### src/rtl/lcd_ctrl_param.sv
// -----------------------------------------------------------------------------
// lcd_ctrl_param
// Character-LCD (HD44780 class) controller. After reset it waits out the
// power-up delay, runs the fixed init command sequence and then accepts
// single-byte host requests (write or read-back) while busy is low. All LCD
// timing is open-loop counted; the panel busy flag is never polled.
//
// Ports
//   clk        rising-edge clock
//   rst        asynchronous active-high reset
//   cfg        {lines,font,disp_on,cursor,blink,inc_dec,shift}, latched once
//              when power-up ends
//   lcd_enable host request strobe, accepted only while busy is low
//   lcd_bus    {rs,rw,data[7:0]} of the request, latched on acceptance
//   lcd_din    LCD data pins as read back
//   busy       1 while a request would not be accepted
//   e          LCD enable strobe
//   rs, rw     LCD register select / read-not-write
//   lcd_data   LCD data pins out (0 during reads and waits)
//   rd_data    last byte read from the LCD
//   rd_valid   one-cycle pulse when rd_data is updated
//
// state   | meaning
// --------+--------------------------------------------------------------
// POWERUP | power-up delay, outputs idle, busy high
// INIT    | init commands, each as transfer unit(s) then a quiet wait
// IDLE    | ready, busy low, waiting for lcd_enable
// XFER    | host transfer: one unit (8-bit) or two nibble units (4-bit)
// -----------------------------------------------------------------------------
module lcd_ctrl_param #(
   parameter int CLK_FREQ   = 5,
   parameter int DATA_W     = 8,
   parameter int POWERUP_US = 500,
   parameter int XFER_US    = 50,
   parameter int CLEAR_US   = 200
) (
   input  logic              clk,
   input  logic              rst,
   input  logic [6:0]        cfg,
   input  logic              lcd_enable,
   input  logic [9:0]        lcd_bus,
   input  logic [DATA_W-1:0] lcd_din,
   output logic              busy,
   output logic              e,
   output logic              rs,
   output logic              rw,
   output logic [DATA_W-1:0] lcd_data,
   output logic [7:0]        rd_data,
   output logic              rd_valid
);

   generate
      if (DATA_W != 4 && DATA_W != 8) begin : g_bad_width
         $error("lcd_ctrl_param: DATA_W must be 4 or 8");
      end
   endgenerate

   localparam int CBITS = $clog2(POWERUP_US*CLK_FREQ+1);

   localparam logic [CBITS-1:0] PU_LAST   = CBITS'(POWERUP_US*CLK_FREQ - 1);
   localparam logic [CBITS-1:0] XF_LAST   = CBITS'(XFER_US*CLK_FREQ - 1);
   localparam logic [CBITS-1:0] E_ON      = CBITS'(CLK_FREQ);
   localparam logic [CBITS-1:0] E_OFF     = CBITS'(14*CLK_FREQ);
   localparam logic [CBITS-1:0] E_LAST    = CBITS'(14*CLK_FREQ - 1);
   localparam logic [CBITS-1:0] W_FSET_L  = CBITS'(50*CLK_FREQ - 1);
   localparam logic [CBITS-1:0] W_DISP_L  = CBITS'(50*CLK_FREQ - 1);
   localparam logic [CBITS-1:0] W_CLEAR_L = CBITS'(CLEAR_US*CLK_FREQ - 1);
   localparam logic [CBITS-1:0] W_ENTRY_L = CBITS'(100*CLK_FREQ - 1);

   localparam logic       NIB        = (DATA_W == 4);
   // Steps 0..3 are the 4-bit wake-up nibbles; byte mode starts at fset.
   localparam logic [2:0] FIRST_STEP = NIB ? 3'd0 : 3'd4;

   typedef enum logic [1:0] {S_POWERUP, S_INIT, S_IDLE, S_XFER} state_t;

   state_t            state_q, state_d;
   logic [CBITS-1:0]  cnt_q, cnt_d;
   logic [2:0]        step_q, step_d;
   logic              half_q, half_d;
   logic              wait_q, wait_d;
   logic [6:0]        cfg_q, cfg_d;
   logic [9:0]        bus_q, bus_d;
   logic [7:0]        rdbuf_q, rdbuf_d;
   logic              busy_q, busy_d;
   logic              e_q, e_d;
   logic              rs_q, rs_d;
   logic              rw_q, rw_d;
   logic [DATA_W-1:0] lcd_data_q, lcd_data_d;
   logic [7:0]        rd_data_q, rd_data_d;
   logic              rd_valid_q, rd_valid_d;

   function automatic logic [7:0] step_byte(input logic [2:0] step, input logic [6:0] c);
      logic [7:0] b;
      case (step)
         3'd0, 3'd1, 3'd2: b = 8'h30;
         3'd3:             b = 8'h20;
         3'd4:             b = {3'b001, ~NIB, c[6], c[5], 2'b00};
         3'd5:             b = {5'b00001, c[4], c[3], c[2]};
         3'd6:             b = 8'h01;
         default:          b = {6'b000001, c[1], c[0]};
      endcase
      return b;
   endfunction

   function automatic logic [CBITS-1:0] step_wait_last(input logic [2:0] step);
      logic [CBITS-1:0] w;
      case (step)
         3'd4:    w = W_FSET_L;
         3'd5:    w = W_DISP_L;
         3'd6:    w = W_CLEAR_L;
         default: w = W_ENTRY_L;
      endcase
      return w;
   endfunction

   // In nibble mode the first unit carries the high nibble.
   function automatic logic [DATA_W-1:0] unit_data(input logic [7:0] b, input logic h);
      logic [7:0] sel;
      sel = (NIB && !h) ? {4'h0, b[7:4]} : b;
      return sel[DATA_W-1:0];
   endfunction

   logic [CBITS-1:0] cnt_inc;
   logic [7:0]       din8;
   logic             in_unit;

   assign cnt_inc = cnt_q + CBITS'(1);
   assign din8    = 8'(lcd_din);

   always_comb begin
      state_d    = state_q;
      cnt_d      = cnt_q;
      step_d     = step_q;
      half_d     = half_q;
      wait_d     = wait_q;
      cfg_d      = cfg_q;
      bus_d      = bus_q;
      rdbuf_d    = rdbuf_q;
      rd_data_d  = rd_data_q;
      rd_valid_d = 1'b0;

      case (state_q)
         S_POWERUP: begin
            if (cnt_q == PU_LAST) begin
               state_d = S_INIT;
               cnt_d   = '0;
               step_d  = FIRST_STEP;
               half_d  = 1'b0;
               wait_d  = 1'b0;
               cfg_d   = cfg;
            end else begin
               cnt_d = cnt_inc;
            end
         end

         S_INIT: begin
            cnt_d = cnt_inc;
            if ((!wait_q && cnt_q == XF_LAST && step_q >= 3'd4 && NIB && !half_q)) begin
               cnt_d  = '0;
               half_d = 1'b1;
            end else if (!wait_q && cnt_q == XF_LAST && step_q >= 3'd4) begin
               cnt_d  = '0;
               wait_d = 1'b1;
            end else if ((!wait_q && cnt_q == XF_LAST) ||
                         (wait_q && cnt_q == step_wait_last(step_q))) begin
               cnt_d  = '0;
               half_d = 1'b0;
               wait_d = 1'b0;
               if (step_q == 3'd7) state_d = S_IDLE;
               else                step_d  = step_q + 3'd1;
            end
         end

         S_IDLE: begin
            if (lcd_enable) begin
               bus_d   = lcd_bus;
               state_d = S_XFER;
               cnt_d   = '0;
               half_d  = 1'b0;
               rdbuf_d = 8'h00;
            end
         end

         S_XFER: begin
            cnt_d = cnt_inc;
            // Read data is captured on the last cycle e is high.
            if (bus_q[8] && cnt_q == E_LAST) begin
               if (!NIB)        rdbuf_d = din8;
               else if (!half_q) rdbuf_d = {din8[3:0], rdbuf_q[3:0]};
               else             rdbuf_d = {rdbuf_q[7:4], din8[3:0]};
            end
            if (cnt_q == XF_LAST) begin
               cnt_d = '0;
               if (NIB && !half_q) begin
                  half_d = 1'b1;
               end else begin
                  state_d = S_IDLE;
                  half_d  = 1'b0;
                  if (bus_q[8]) begin
                     rd_data_d  = rdbuf_d;
                     rd_valid_d = 1'b1;
                  end
               end
            end
         end

         default: state_d = S_POWERUP;
      endcase

      // Outputs are decoded from the next state so they land on the same
      // edge as the state change.
      in_unit    = (state_d == S_INIT && !wait_d) || (state_d == S_XFER);
      busy_d     = (state_d != S_IDLE);
      e_d        = in_unit && (cnt_d >= E_ON) && (cnt_d < E_OFF);
      rs_d       = (state_d == S_XFER) && bus_d[9];
      rw_d       = (state_d == S_XFER) && bus_d[8];
      lcd_data_d = '0;
      if (state_d == S_INIT && !wait_d)
         lcd_data_d = unit_data(step_byte(step_d, cfg_d), half_d);
      else if (state_d == S_XFER && !bus_d[8])
         lcd_data_d = unit_data(bus_d[7:0], half_d);
   end

   always_ff @(posedge clk or posedge rst) begin
      if (rst) begin
         state_q    <= S_POWERUP;
         cnt_q      <= '0;
         step_q     <= FIRST_STEP;
         half_q     <= 1'b0;
         wait_q     <= 1'b0;
         cfg_q      <= 7'h00;
         bus_q      <= 10'h000;
         rdbuf_q    <= 8'h00;
         busy_q     <= 1'b1;
         e_q        <= 1'b0;
         rs_q       <= 1'b0;
         rw_q       <= 1'b0;
         lcd_data_q <= '0;
         rd_data_q  <= 8'h00;
         rd_valid_q <= 1'b0;
      end else begin
         state_q    <= state_d;
         cnt_q      <= cnt_d;
         step_q     <= step_d;
         half_q     <= half_d;
         wait_q     <= wait_d;
         cfg_q      <= cfg_d;
         bus_q      <= bus_d;
         rdbuf_q    <= rdbuf_d;
         busy_q     <= busy_d;
         e_q        <= e_d;
         rs_q       <= rs_d;
         rw_q       <= rw_d;
         lcd_data_q <= lcd_data_d;
         rd_data_q  <= rd_data_d;
         rd_valid_q <= rd_valid_d;
      end
   end

   assign busy     = busy_q;
   assign e        = e_q;
   assign rs       = rs_q;
   assign rw       = rw_q;
   assign lcd_data = lcd_data_q;
   assign rd_data  = rd_data_q;
   assign rd_valid = rd_valid_q;

endmodule

### config.mk
export PLATFORM = sky130hd
export DESIGN_NAME = lcd_ctrl_param
export DESIGN_NICKNAME = d
export VERILOG_FILES = /design/src/rtl/lcd_ctrl_param.sv
export SDC_FILE = /design/constraint.sdc
export NUM_CORES = 1
export LEC_CHECK = 0
export ABC_AREA = 1
export BUFFER_PORTS_ARGS = -buffer_cell sky130_fd_sc_hd__buf_2
export CORE_MARGIN = 2
export CORE_UTILIZATION = 45
export CTS_BUF_LIST = sky130_fd_sc_hd__clkbuf_4 sky130_fd_sc_hd__clkbuf_8
export DETAILED_ROUTE_END_ITERATION = 8
export PLACE_DENSITY = 0.65
export SLEW_MARGIN = 10
export SYNTH_ARGS = -nofsm -noshare
export SYNTH_HDL_FRONTEND = slang
export SYNTH_SLANG_ARGS = --single-unit
### constraint.sdc
create_clock -name clk -period 6 [get_ports clk]
set_clock_uncertainty 0.15 [all_clocks]
set_input_delay 0.9 -clock clk [delete_from_list [all_inputs] [get_ports clk]]
set_output_delay 0.9 -clock clk [all_outputs]
set_load 0.01 [all_outputs]
; ---- Word-level counts from Yosys, hierarchy flattened
; Cells that the tools add are included.
[totals]
latchBits = 0
out_inout_bits = 21
mem_bits_rw = 0
reg_bits = 64
inputBits = 28
mem_count = 0
romBits = 0
[classes]
n_lt_le_gt_ge = 3
n_div = 0
n_mux = 38
n_bitwise = 0
n_eq_ne = 21
n_addsub = 2
reduce_logical = 22
multipliers = 0
shift = 0
[ops]
columns = operator, count
row1 = $mux W12, 7
row2 = $pmux W12 S4, 1
row3 = $mux W8, 4
row4 = $pmux W6 S5, 1
row5 = $eq A3 B3 Y1 const B, 7
row6 = $mux W10, 2
row7 = $pmux W10 S2, 1
row8 = $pmux W8 S2, 1
row9 = $mux W7, 2
row10 = $add A12 B1 Y12 const B, 1
row11 = $eq A12 B12 Y1, 1
row12 = $eq A12 B12 Y1 const B, 1
row13 = $eq A12 B7 Y1 const B, 1
row14 = $eq A12 B8 Y1 const B, 1
row15 = $ge A12 B3 Y1 const B, 1
row16 = $lt A12 B7 Y1 const B, 1
row17 = $mux W2, 6
row18 = $mux W3, 4
row19 = $logic_and A1 B1 Y1, 10
row20 = $pmux W2 S4, 1
row21 = $eq A2 B2 Y1 const B, 3
row22 = $eq A3 B2 Y1 const B, 2
row23 = $mux W1, 6
row24 = $pmux W3 S2, 1
row25 = other kinds (15), 20

; ---- Depth between registers and ports, before layout
; Gate-level depths: netlist of run 1.
[logic_depth]
ltp_word = 16
mapped_depth = 20
ltp_nobuf = 20

; ---- Worst setup path after synthesis of run 1
; OpenSTA, ideal clock, no wires.
[synth_path]
kind = input to register
startpoint = in lcd_enable
endpoint = reg lcd_data_q[0] (netlist: lcd_data[0])
arrival_time_ns = 1.857
path_slack_ns = 3.874
n_path_buf = 0
setup_ns = 0.119
cell_stages = 11
t_required_ns = 5.731
path_cell_list = inv_1 nor2_4 inv_2 nand2_1 inv_2 nand3_2 nand3_2 nor2_4 nand2_1 nor2_1 nor2_1
[synth_via]
elab_chain_cells = 6
[synth_lines]
columns = element, line_no
row1 = "start, declared", 40  ; input logic lcd_enable,
row2 = $mux W2 (*), 175  ; if (lcd_enable) begin
row3 = $pmux W2 S4 (*), 142  ; case (state_q)
row4 = net state_d[0], 76  ; state_t state_q, state_d;
row5 = $eq A2 B2 Y1, 220  ; else if (state_d == S_XFER && !bus_d[8])
row6 = $logic_and A1 B1 Y1, 220
row7 = $mux W8, 220
row8 = $mux W8 (*), 218  ; if (state_d == S_INIT && !wait_d)
row9 = net lcd_data_d[0], 88  ; logic [DATA_W-1:0] lcd_data_q, lcd_data_d;
row10 = "end signal, assigned", 254  ; lcd_data_q <= lcd_data_d;
row11 = "end, declared", 88
; Mark *: on every way through the listed nets, which the timed path passes. The rest lies on a longest branch.
; A chain may end at the register's enable or synchronous reset.

; ---- Worst setup path after layout of run 1
[layout_path]
startpoint = reg cnt_q[1]
endpoint = reg e_q (netlist: e)
[layout_via]
elab_chain_cells = 11
[layout_lines]
columns = element, line_no
row1 = "start, declared", 77  ; logic [CBITS-1:0] cnt_q, cnt_d;
row2 = "start signal, assigned", 243  ; cnt_q <= cnt_d;
row3 = $eq A12 B8 Y1 or $eq A12 B12 Y1 (tied branches), n/a
row4 = "$logic_and A1 B1 Y1, on equally long branches", "161, 164, 165"
row5 = $logic_or A1 B1 Y1, 164  ; end else if ((!wait_q && cnt_q == XF_LAST) ||
row6 = $mux W2, 164
row7 = $mux W2, 161  ; end else if (!wait_q && cnt_q == XF_LAST && step_q >= 3'd4) begin
row8 = $pmux W2 S4 (*), 142
row9 = net state_d[0], 76
row10 = $eq A2 B1 Y1, 212  ; in_unit = (state_d == S_INIT && !wait_d) || (state_d == S_XFER);
row11 = $logic_and A1 B1 Y1, 212
row12 = $logic_or A1 B1 Y1 (*), 212
row13 = $logic_and A1 B1 Y1 (*) (2 in series), 214  ; e_d = in_unit && (cnt_d >= E_ON) && (cnt_d < E_OFF);
row14 = net e_d, 85  ; logic e_q, e_d;
row15 = "end signal, assigned", 235  ; e_q <= 1'b0;
row16 = "end signal, assigned", 251  ; e_q <= e_d;
row17 = "end, declared", 85
; Marks and branches as above.

==> results of run 1 <==
## layout make-up
class / instances / area [um^2] / share of cell area
inverter: 66 / 248 / 0.0614
clock buffer: 10 / 138 / 0.0341
timing repair buffer: 49 / 248 / 0.0614
clock inverter: 6 / 68.8 / 0.0171
tap: 102 / 128 / 0.0316
multi-input combinational: 322 / 1600 / 0.397
sequential: 64 / 1600 / 0.398
## sequential cells by signal, summed over array words and instances (netlist names), 2 cells and up
| signal | cells |
|---|---|
| rd_data | 8 |
| cnt_q | 12 |
| state_q | 2 |
| rdbuf_q | 8 |
| bus_q | 10 |
| lcd_data | 8 |
| step_q | 3 |
| cfg_q | 7 |
## per-stage QoR
stage / area (um^2) / setup slack (ns) / total power [W] / instances
after floorplan: 3480 / 3.36 / 0.000454 / 459
after global placement: 3830 / 3.49 / 0.000468 / 603
after detailed placement: 3830 / 3.40 / 0.000468 / 603
after CTS: 4030 / 3.56 / 0.000848 / 619
after global routing: 4030 / 3.27 / 0.000871 / 619
final: 4030 / 3.55 / 0.000838 / 619
## cells by family after synthesis
group / after synthesis
flip-flops: 64
buffers and inverters: 73
XOR/XNOR: 7
AO/OA/AOI/OAI: 47
AND/OR/NAND/NOR: 262
adder cells (fa/ha/maj): 6
## layout by cell type (no fill, tap or decap), drive strengths merged, types with 5 or more instances in the layout
| cell | synthesis | final |
|---|---|---|
| nor2 | 37 | 37 |
| o22ai | 9 | 9 |
| a21oi | 5 | 5 |
| nand2 | 164 | 164 |
| buf | 3 | 49 |
| inv | 64 | 64 |
| xor2 | 6 | 6 |
| o21ai | 27 | 27 |
| dfrtp | 62 | 62 |
| clkbuf | 4 | 10 |
| nor3 | 8 | 8 |
| nand3 | 37 | 37 |
| ha | 6 | 6 |
| nand4 | 10 | 10 |
| clkinv | 2 | 6 |
## power by group
part	total (W)	switching, W	internal, W
clock network	0.000380	0.000175	0.000204
registers	0.000436	0.00000112	0.000435
logic	0.0000229	0.0000147	0.00000815
## worst register-to-register path, stage by stage, from the launching register on
cell and delay (ns):
dfrtp_1 0.44, inv_1 0.12, ha_1 0.18, nand3_1 0.10, nor2_2 0.14, nand2_1 0.21, nand2_1 0.27, nand2_1 0.14
inv_2 0.14, nand3_2 0.11, nand3_2 0.10, nand2_1 0.09, nand4_1 0.10, a21oi_1 0.05
## metal layers
| layer | part of all wire | routed length (um) | vias to the layer above | track usage |
|---|---|---|---|---|
| met5 | 0 | 0 | - | 0 |
| met1 | 0.44 | 3590 | 1431 | 0.265 |
| met3 | 0.051 | 418 | 20 | 0.0592 |
| met2 | 0.49 | 4060 | 105 | 0.353 |
| met4 | 0.021 | 177 | 0 | 0.0883 |
| li1 | - | - | 1569 | - |
## how the worst max path moves through the flow
stage | end | depth (start not counted) | slack (ns)
after floorplan | bus_q[0]$_DFF_PP0_ | 1 | 3.36
after detailed placement | lcd_data[0]$_DFF_PP0_ | 12 | 3.40
after CTS | lcd_data[0]$_DFF_PP0_ | 18 | 3.56
after global routing | lcd_data[0]$_DFF_PP0_ | 18 | 3.27
final | e$_DFF_PP0_ | 13 | 3.55
after global placement | lcd_data[0]$_DFF_PP0_ | 9 | 3.49
==> impl_metrics.toml, run 1 <==
[sta]
fmax_mhz = 408
finalHoldViolCount = 0
slew-limit-headroom = 0.375
setup_viol = 0
worst_pin_slew_ns = 0.935
fin_crit_sh = 0.408
drv_slew = 0
rsz0062_at_grt = "false"
setup-tns-final_ns = 0
post-route-min-period_ns = 2.45
fin_hold_ws_ns = 0.315

[clocking]
insertion_delay_ns = 0.35
cts.htree.levels = 3
clock_sinks = 64
cts_setup_buffers = 0
cts.repair.resized = 0
cts_buffers = 9
cts_tree = "done"
cts_buffer_depth = 2
clkTransAtPathRegs_ns = 0.07
cts_hold_buffers = 0
root_buffer = "clkbuf_8"

[route]
ant_nets = 0
wl_per_cell_um = 13.3
via_count = 3125
routed_wl_um = 8250
drt-vias-per-instance = 5.05
drc = 0
firstDrtPassIters = 6
drtIter0Drc = 204

[power]
p_leak_nw = 2.13
peakVddDrop_v = 0.000159
power_density_mw_per_mm2 = 208

[logic_synthesis]
syn-num-nets = 493
synthFlopType = "dfrtp_1"
ys_ff_latch = 64
synth_top_area_cell = "dfrtp_1"
yosysSeqAreaShare = 0.461
synth_compound_gate_area_share = 0.0769
synth_edf_count = 0
synthXorXnorAreaFrac = 0.0176
synthCells = 459
async_reset_ff_frac = 1.00
synth_top_family_by_area = "simple AND/OR/NAND/NOR gates"
synthMuxAreaShare = 0
synthAdderAreaFrac = 0.0216
synth-simple-area-share = 0.344
syn_avg_cell_area_um2 = 7.59
synth_common_cells = "156 x nand2_1, 62 x dfrtp_1, 52 x inv_1, 32 x nand3_1, 25 x nor2_1"
synth_cell_type_count = 36
ys_warn_count = 0
yosysMostFrequentCell = "nand2_1"
synthTopCellsByArea = "dfrtp_1 45%, nand2_1 17%, inv_1 5.6%"
synth_top_area_frac = 0.446
syn_area_mm2 = 0.00348

[floorplan]
die-area_mm2 = 0.00846
rows = 32
die_x_um = 92.0
core_area_mm2 = 0.00761
die-height_um = 92.0
boundaryPins = 49
initial_utilization = 0.458

[grt]
grt_pass1_vias = 3119
grt_usage = 0.214
antenna_found_initial = 0
grt_overflow_total = 0
grt_pass1_wl_um = 14200
grt_max_degree = 65

[min_path]
min_to = "bus_q[7]$_DFF_PP0_"
hp-start = "bus_q[7]$_DFF_PP0_"
hold_depth = 2
hold_path_class = "flop to flop"

[worst_setup_path]
slowest_delay_ns = 0.44
worst-path-max-fanout = 6
rr_worst_depth = 13
cp_num_buf_inv = 2
criticalPathCategory = "flop to flop"
start_kind = "flop"
worstPathCellList = "inv_1 -> ha_1 -> nand3_1 -> nor2_2 -> nand2_1 -> nand2_1 -> nand2_1 -> inv_2 -> nand3_2 -> nand3_2 -> nand2_1 -> nand4_1 -> a21oi_1"
r2r-end = "e$_DFF_PP0_"
ff2ff_setup_slack_ns = 3.55
critPathCaptureType = "flop"
arrival_ns = 2.53
crit-reg2reg-launch = "cnt_q[1]$_DFF_PP0_"
cp_top_family = "simple AND/OR/NAND/NOR gates"
crit_top_cell = "nand2_1"
startpoint = "cnt_q[1]$_DFF_PP0_"
cp_slowest_cell = "dfrtp_1"
cp.required_ns = 6.08

[finish]
final_util = 0.530
syn2layout_area_growth_pct = 15.8
insertedDiodeCount = 0
final_nets = 546
nFillCells = 754
drive_above_1_share = 0.209

[placed_design]
gp_congestion = 0.965
dpl.hpwl_um = 6120
io_buffers = 48

[flow_run]
maxCapViolations = 0

[run_status]
status = "complete, no violations"
Power figures use the tool's default switching activity.
==> run 2, diff against run 1 <==
--- a/config.mk
+++ b/config.mk
@@ -5,13 +5,13 @@
 export SDC_FILE = /design/constraint.sdc
 export NUM_CORES = 1
 export LEC_CHECK = 0
-export ABC_AREA = 1
+export ABC_AREA = 0
 export BUFFER_PORTS_ARGS = -buffer_cell sky130_fd_sc_hd__buf_2
 export CORE_MARGIN = 2
 export CORE_UTILIZATION = 45
 export CTS_BUF_LIST = sky130_fd_sc_hd__clkbuf_4 sky130_fd_sc_hd__clkbuf_8
 export DETAILED_ROUTE_END_ITERATION = 8
-export PLACE_DENSITY = 0.65
+export PLACE_DENSITY = 0.68
 export SLEW_MARGIN = 10
 export SYNTH_ARGS = -nofsm -noshare
 export SYNTH_HDL_FRONTEND = slang
==> constraint.sdc (replaced) <==
create_clock -name clk -period 2.1 [get_ports clk]
set_clock_uncertainty 0.15 [all_clocks]
set_input_delay 0.315 -clock clk [delete_from_list [all_inputs] [get_ports clk]]
set_output_delay 0.315 -clock clk [all_outputs]
set_load 0.01 [all_outputs]
==> impl_metrics.toml, run 2 <==
[grt]
grt_pass1_wl_um = 13700
grt_usage = 0.225
grt_overflow_total = 0
grt_max_degree = 39
grt_pass1_vias = 2906
antenna_found_initial = 0

[route]
drtIter0Drc = 170
routed_wl_um = 8780
wl_per_cell_um = 15.8
ant_nets = 0
drc = 0
firstDrtPassIters = 4
drt-vias-per-instance = 5.33
via_count = 2971

[logic_synthesis]
synth_edf_count = 0
synthCells = 313
yosysSeqAreaShare = 0.492
synth_top_area_cell = "dfrtp_1"
async_reset_ff_frac = 1.00
synthFlopType = "dfrtp_1"
synth_cell_type_count = 62
ys_warn_count = 0
synth-simple-area-share = 0.187
syn_avg_cell_area_um2 = 10.4
synthAdderAreaFrac = 0.0261
syn-num-nets = 347
synth_compound_gate_area_share = 0.167
ys_ff_latch = 64
synth_top_area_frac = 0.475
synth_common_cells = "62 x dfrtp_1, 42 x nand2_1, 26 x o21ai_0, 14 x inv_1, 14 x mux2i_1"
yosysMostFrequentCell = "dfrtp_1"
synthXorXnorAreaFrac = 0.00537
syn_area_mm2 = 0.00326
synthMuxAreaShare = 0.0775
synthTopCellsByArea = "dfrtp_1 48%, nand2_1 4.8%, mux2i_1 4.3%"
synth_top_family_by_area = "simple AND/OR/NAND/NOR gates"

[power]
clockPowerShare = 0.421
power_density_mw_per_mm2 = 465
pwr-share-comb = 0.029
p_sw_w = 0.000555
seqPwrFrac = 0.550
p_leak_nw = 2.24
switching_share = 0.248
peakVddDrop_v = 0.000498
internal_power_w = 0.00169

[finish]
instances_no_fill = 557
final_common_cell = "buf_4"
syn2layout_area_growth_pct = 47.8
insertedDiodeCount = 0
regMostFlops = "cnt_q"
final_nets = 487
final_util = 0.676
final_cell_mix = "81 x buf_4, 62 x dfrtp_1, 48 x buf_2, 33 x nand2_1"
drive_above_1_share = 0.507
largest_reg_flops = 12
reg_top3 = "cnt_q: 12 flops, bus_q: 10 flops"

[clocking]
cts_tree = "done"
cts.htree.levels = 3
cts_buffer_depth = 2
clkTransAtPathRegs_ns = 0.08
root_buffer = "clkbuf_8"
insertion_delay_ns = 0.34
clock_sinks = 64
cts_buffers = 9

[placed_design]
gp_congestion = 0.886
dpl.hpwl_um = 5940
io_buffers = 48
dp_slack_ns = -1.33
post-place-cells = 526

[floorplan]
rows = 31
die-area_mm2 = 0.00795
core_area_mm2 = 0.00714
die-height_um = 89.2
boundaryPins = 49
initial_utilization = 0.457
die_x_um = 89.2

[worst_setup_path]
start_kind = "flop"
cp.required_ns = 2.21
criticalPathCategory = "flop to flop"
worst-path-max-fanout = 3
r2r-end = "e$_DFF_PP0_"
critPathCaptureType = "flop"
ff2ff_setup_slack_ns = -1.25
rr_worst_depth = 10
cp_slowest_cell = "or4b_4"
arrival_ns = 3.46
worstPathCellList = "inv_1 -> ha_1 -> or4b_4 -> or4_4 -> nand4_4 -> o21bai_4 -> or4b_4 -> a221o_1 -> or4_4 -> nor3_2"
crit-reg2reg-launch = "cnt_q[1]$_DFF_PP0_"
slowest_delay_ns = 0.51

[min_path]
min_to = "cfg_q[1]$_DFF_PP0_"
hold_path_class = "input port to flop"
hold_depth = 3
hp-start = "cfg[1]"

[sta]
slew-limit-headroom = 0.305
finalHoldViolCount = 0
setup_viol = 54
drv_slew = 0
worst_pin_slew_ns = 1.04
fin_crit_sh = 1.60
setup_ws_ns = -1.25
rsz0062_at_grt = "true"
fmax_mhz = 298
post-route-min-period_ns = 3.35

[run_status]
status = "finished with violations"
violations = "negative setup slack"

[flow_run]
maxCapViolations = 0
-- run 2: cell types whose count changed after synthesis, moves of 10 or more --
cell	change
inv_1	-38
mux2_2	+10
mux2i_1	+14
nor2_1	-15
inv_2	-12
nand2_1	-114
nand2b_1	+10
nand3_1	-25
-- run 2: stage by stage --
stage | TNS (ns) | hold WS, ns | total power [W] | area (um^2)
detailed placement | -21.61 | 0.242 | 0.00132 | 4180
global placement | -18.81 | 0.238 | 0.00132 | 4180
global route | -30.12 | 0.0389 | 0.00233 | 4820
finish | -24.20 | 0.0364 | 0.00224 | 4820
floorplan | -16.61 | 0.290 | 0.00128 | 3310
CTS | -20.60 | 0.0269 | 0.00227 | 4530
-- run 2: how the worst max path moves through the flow --
| stage | startpoint | to | slack, ns | depth (start not counted) |
|---|---|---|---|---|
| floorplan | cnt_q[1]$_DFF_PP0_ | e$_DFF_PP0_ | -1.27 | 11 |
| global placement | cnt_q[1]$_DFF_PP0_ | e$_DFF_PP0_ | -1.16 | 10 |
| detailed placement | step_q[0]$_DFF_PP0_ | e$_DFF_PP0_ | -1.33 | 12 |
| CTS | cnt_q[1]$_DFF_PP0_ | e$_DFF_PP0_ | -1.25 | 10 |
| global route | step_q[1]$_DFF_PP0_ | e$_DFF_PP0_ | -1.36 | 10 |
| finish | cnt_q[1]$_DFF_PP0_ | e$_DFF_PP0_ | -1.25 | 10 |
-- run 2: final cells by class --
class	instances	area (um^2)
clock inverter	7	47.5
clock buffer	9	124
multi-input combinational	219	1840
timing repair buffer	145	1030
sequential	64	1600
inverter	14	55.1
fill	587	2310
tap	99	124
-- run 2: cells by family after synthesis --
kind of cell    count (synthesis)
flops                          64
simple gates                  110
compound gates                 76
mux                            24
fa+ha+maj                       7
xor+xnor                        2
buf+inv                        30
-- run 2: power groups by stage --
stage	Combinational (W)	Clock (W)	Sequential (W)
after global routing	0.0000745	0.00102	0.00123
after detailed placement	0.0000623	0	0.00126
final	0.0000653	0.000944	0.00123
after floorplan	0.0000220	0	0.00126
after global placement	0.0000607	0	0.00126
after CTS	0.0000648	0.000966	0.00123
-- run 2: worst max-delay path, delay by kind of cell, from the launching register on --
family | cells | cell delay [ns]
simple gates | 6 | 2.13
compound gates | 2 | 0.41
flops | 1 | 0.39
fa+ha+maj | 1 | 0.12
buf+inv | 1 | 0.07
-- run 2: timing repair --
item / 4_1_cts / 5_1_grt
cloned: 0 / 1
resized for setup: 30 / 57
buffers inserted: 3 / 11
pin swaps: 6 / 10
endpoints found under the hold margin: 62 / 0
hold buffers: 1 / 0
setup endpoints to repair: 54 / 54
-- run 2: per-layer routing --
layer / global-route usage / share of wire / vias up
met5: 0 / 0 / -
met4: 0.0624 / 0.010 / 0
met3: 0.0554 / 0.056 / 10
met2: 0.374 / 0.51 / 84
met1: 0.293 / 0.42 / 1465
li1: - / - / 1412
==> run 3, diff against run 2 <==
--- a/config.mk
+++ b/config.mk
@@ -8,10 +8,10 @@
 export ABC_AREA = 0
 export BUFFER_PORTS_ARGS = -buffer_cell sky130_fd_sc_hd__buf_2
 export CORE_MARGIN = 2
-export CORE_UTILIZATION = 45
+export CORE_UTILIZATION = 47
 export CTS_BUF_LIST = sky130_fd_sc_hd__clkbuf_4 sky130_fd_sc_hd__clkbuf_8
 export DETAILED_ROUTE_END_ITERATION = 8
-export PLACE_DENSITY = 0.68
+export PLACE_DENSITY = 0.7
 export SLEW_MARGIN = 10
 export SYNTH_ARGS = -nofsm -noshare
 export SYNTH_HDL_FRONTEND = slang
==> impl_metrics.toml, run 3 (synthesized netlist as in run 2, its figures left out) <==
[run_status]
status = "finished with violations"
violations = "negative setup slack"

[grt]
grt_pass1_wl_um = 14300
grt_usage = 0.246
antenna_found_initial = 0
grt_pass1_vias = 2996
grt_overflow_total = 0
grt_max_degree = 65

[finish]
final_cell_mix = "78 x buf_4, 61 x dfrtp_1, 48 x buf_2, 38 x nand2_1, 20 x buf_6"
multi_input_area_mm2 = 0.00188
largest_reg_flops = 12
final_common_cell = "buf_4"
seq_area_mm2 = 0.00161
drive_above_1_share = 0.532
final_nets = 493
final_util = 0.736
syn2layout_area_growth_pct = 52.5
insertedDiodeCount = 0
instances_no_fill = 544
reg_top3 = "cnt_q: 12 flops, bus_q: 10 flops"
regMostFlops = "cnt_q"
fin_area_mm2 = 0.00498
nFillCells = 426

[min_path]
hp-start = "cfg[0]"
min_to = "cfg_q[0]$_DFF_PP0_"
hold_path_class = "input port to flop"
hold_depth = 3

[worst_setup_path]
cp_top_family = "simple AND/OR/NAND/NOR gates"
slowest_delay_ns = 0.52
cp_slowest_cell = "or4b_4"
start_kind = "flop"
ff2ff_setup_slack_ns = -1.29
criticalPathCategory = "flop to flop"
crit_top_cell = "or4b_4"
arrival_ns = 3.49
cp_num_buf_inv = 1
rr_worst_depth = 10
cp.required_ns = 2.21
r2r-end = "e$_DFF_PP0_"
worstPathCellList = "inv_1 -> ha_1 -> or4b_4 -> or4_4 -> nand4_4 -> o21bai_4 -> or4b_4 -> a221o_1 -> or4_1 -> nor3_1"
critPathCaptureType = "flop"
crit-reg2reg-launch = "cnt_q[1]$_DFF_PP0_"
worst-path-max-fanout = 3

[clocking]
cts.htree.levels = 3
insertion_delay_ns = 0.35
clkTransAtPathRegs_ns = 0.08
cts_tree = "done"
cts_buffer_depth = 2
root_buffer = "clkbuf_8"
clock_sinks = 64
cts_buffers = 9

[sta]
fin_crit_sh = 1.61
setup_viol = 54
setup_ws_ns = -1.29
rsz0062_at_grt = "true"
slew-limit-headroom = 0.516
finalHoldViolCount = 0
drv_slew = 0
fmax_mhz = 295
worst_pin_slew_ns = 0.723
post-route-min-period_ns = 3.39

[route]
ant_nets = 0
drc = 0
via_count = 2977
routed_wl_um = 9150
firstDrtPassIters = 4
drt-vias-per-instance = 5.47
wl_per_cell_um = 16.8
drtIter0Drc = 167

[power]
power_density_mw_per_mm2 = 477
power_w = 0.00238
internal_power_w = 0.00182
clockPowerShare = 0.452
seqPwrFrac = 0.520
pwr-share-comb = 0.028
peakVddDrop_v = 0.000488
switching_share = 0.234
p_leak_nw = 2.30
p_sw_w = 0.000557

[placed_design]
post-place-cells = 508
dpl_cell_area_mm2 = 0.00418
dpl.hpwl_um = 5710
gp_congestion = 0.891
io_buffers = 48

[floorplan]
die-area_mm2 = 0.00763
core_area_mm2 = 0.00676
boundaryPins = 49
initial_utilization = 0.483
die-height_um = 87.3
die_x_um = 87.3
rows = 30

[flow_run]
maxCapViolations = 0
## run 3: cell count changes in the layout (fill, tap and decap cells not counted), sizes merged
cell / previous run / this run
buf: 144 / 150
bufinv: 0 / 1
clkinv: 4 / 3
## run 3: power groups by stage
stage               clock [W]  combinational [W]  sequential [W]
detailed placement          0          0.0000636         0.00126
finish                0.00107          0.0000664         0.00123
global route          0.00115          0.0000759         0.00123
floorplan                   0          0.0000220         0.00126
CTS                   0.00110          0.0000651         0.00123
global placement            0          0.0000626         0.00126
## run 3: metal layers
metal / GRT usage / vias up / wire, um
met4: 0.0825 / 0 / 167
met1: 0.307 / 1461 / 3790
li1: - / 1426 / -
met5: 0 / - / 0
met3: 0.0597 / 12 / 415
met2: 0.416 / 78 / 4780
## run 3: worst max path at each step
stage,start,end,slack (ns),depth (start not counted)
after global placement,step_q[0]$_DFF_PP0_,e$_DFF_PP0_,-1.17,12
after global routing,step_q[1]$_DFF_PP0_,e$_DFF_PP0_,-1.34,10
after detailed placement,step_q[0]$_DFF_PP0_,e$_DFF_PP0_,-1.26,10
after floorplan,cnt_q[1]$_DFF_PP0_,e$_DFF_PP0_,-1.27,11
after CTS,cnt_q[1]$_DFF_PP0_,e$_DFF_PP0_,-1.22,10
final,cnt_q[1]$_DFF_PP0_,e$_DFF_PP0_,-1.29,10
## run 3: what timing repair did
| item | CTS | global route |
|---|---|---|
| hold buffers | 1 | 0 |
| resized for setup | 82 | 35 |
| pin swaps | 15 | 12 |
| hold endpoints to repair | 62 | 0 |
| setup endpoints to repair | 54 | 54 |
| setup buffers | 20 | 4 |
## run 3: layout make-up
type / instances / share of cell area
clock buffer: 9 / 0.0249
clock inverter: 7 / 0.0161
inverter: 14 / 0.0111
multi-input combinational: 219 / 0.378
sequential: 64 / 0.323
tap: 80 / 0.0201
timing repair buffer: 151 / 0.227
## run 3: worst reg2reg max path, delay by kind of cell (launching register included)
family | cells | cell delay (ns)
AND/OR/NAND/NOR | 6 | 2.16
AO/OA/AOI/OAI | 2 | 0.41
flip-flops | 1 | 0.39
adder cells (fa/ha/maj) | 1 | 0.12
buffers and inverters | 1 | 0.06
## run 3: through the flow
| stage | setup slack, ns | hold slack [ns] | TNS [ns] |
|---|---|---|---|
| 2_1_floorplan | -1.27 | 0.290 | -16.61 |
| 3_5_place_dp | -1.26 | 0.273 | -22.15 |
| 4_1_cts | -1.22 | 0.0153 | -24.27 |
| 6_report | -1.29 | 0.0358 | -25.30 |
| 5_1_grt | -1.34 | 0.0271 | -30.30 |
| 3_3_place_gp | -1.17 | 0.255 | -19.63 |
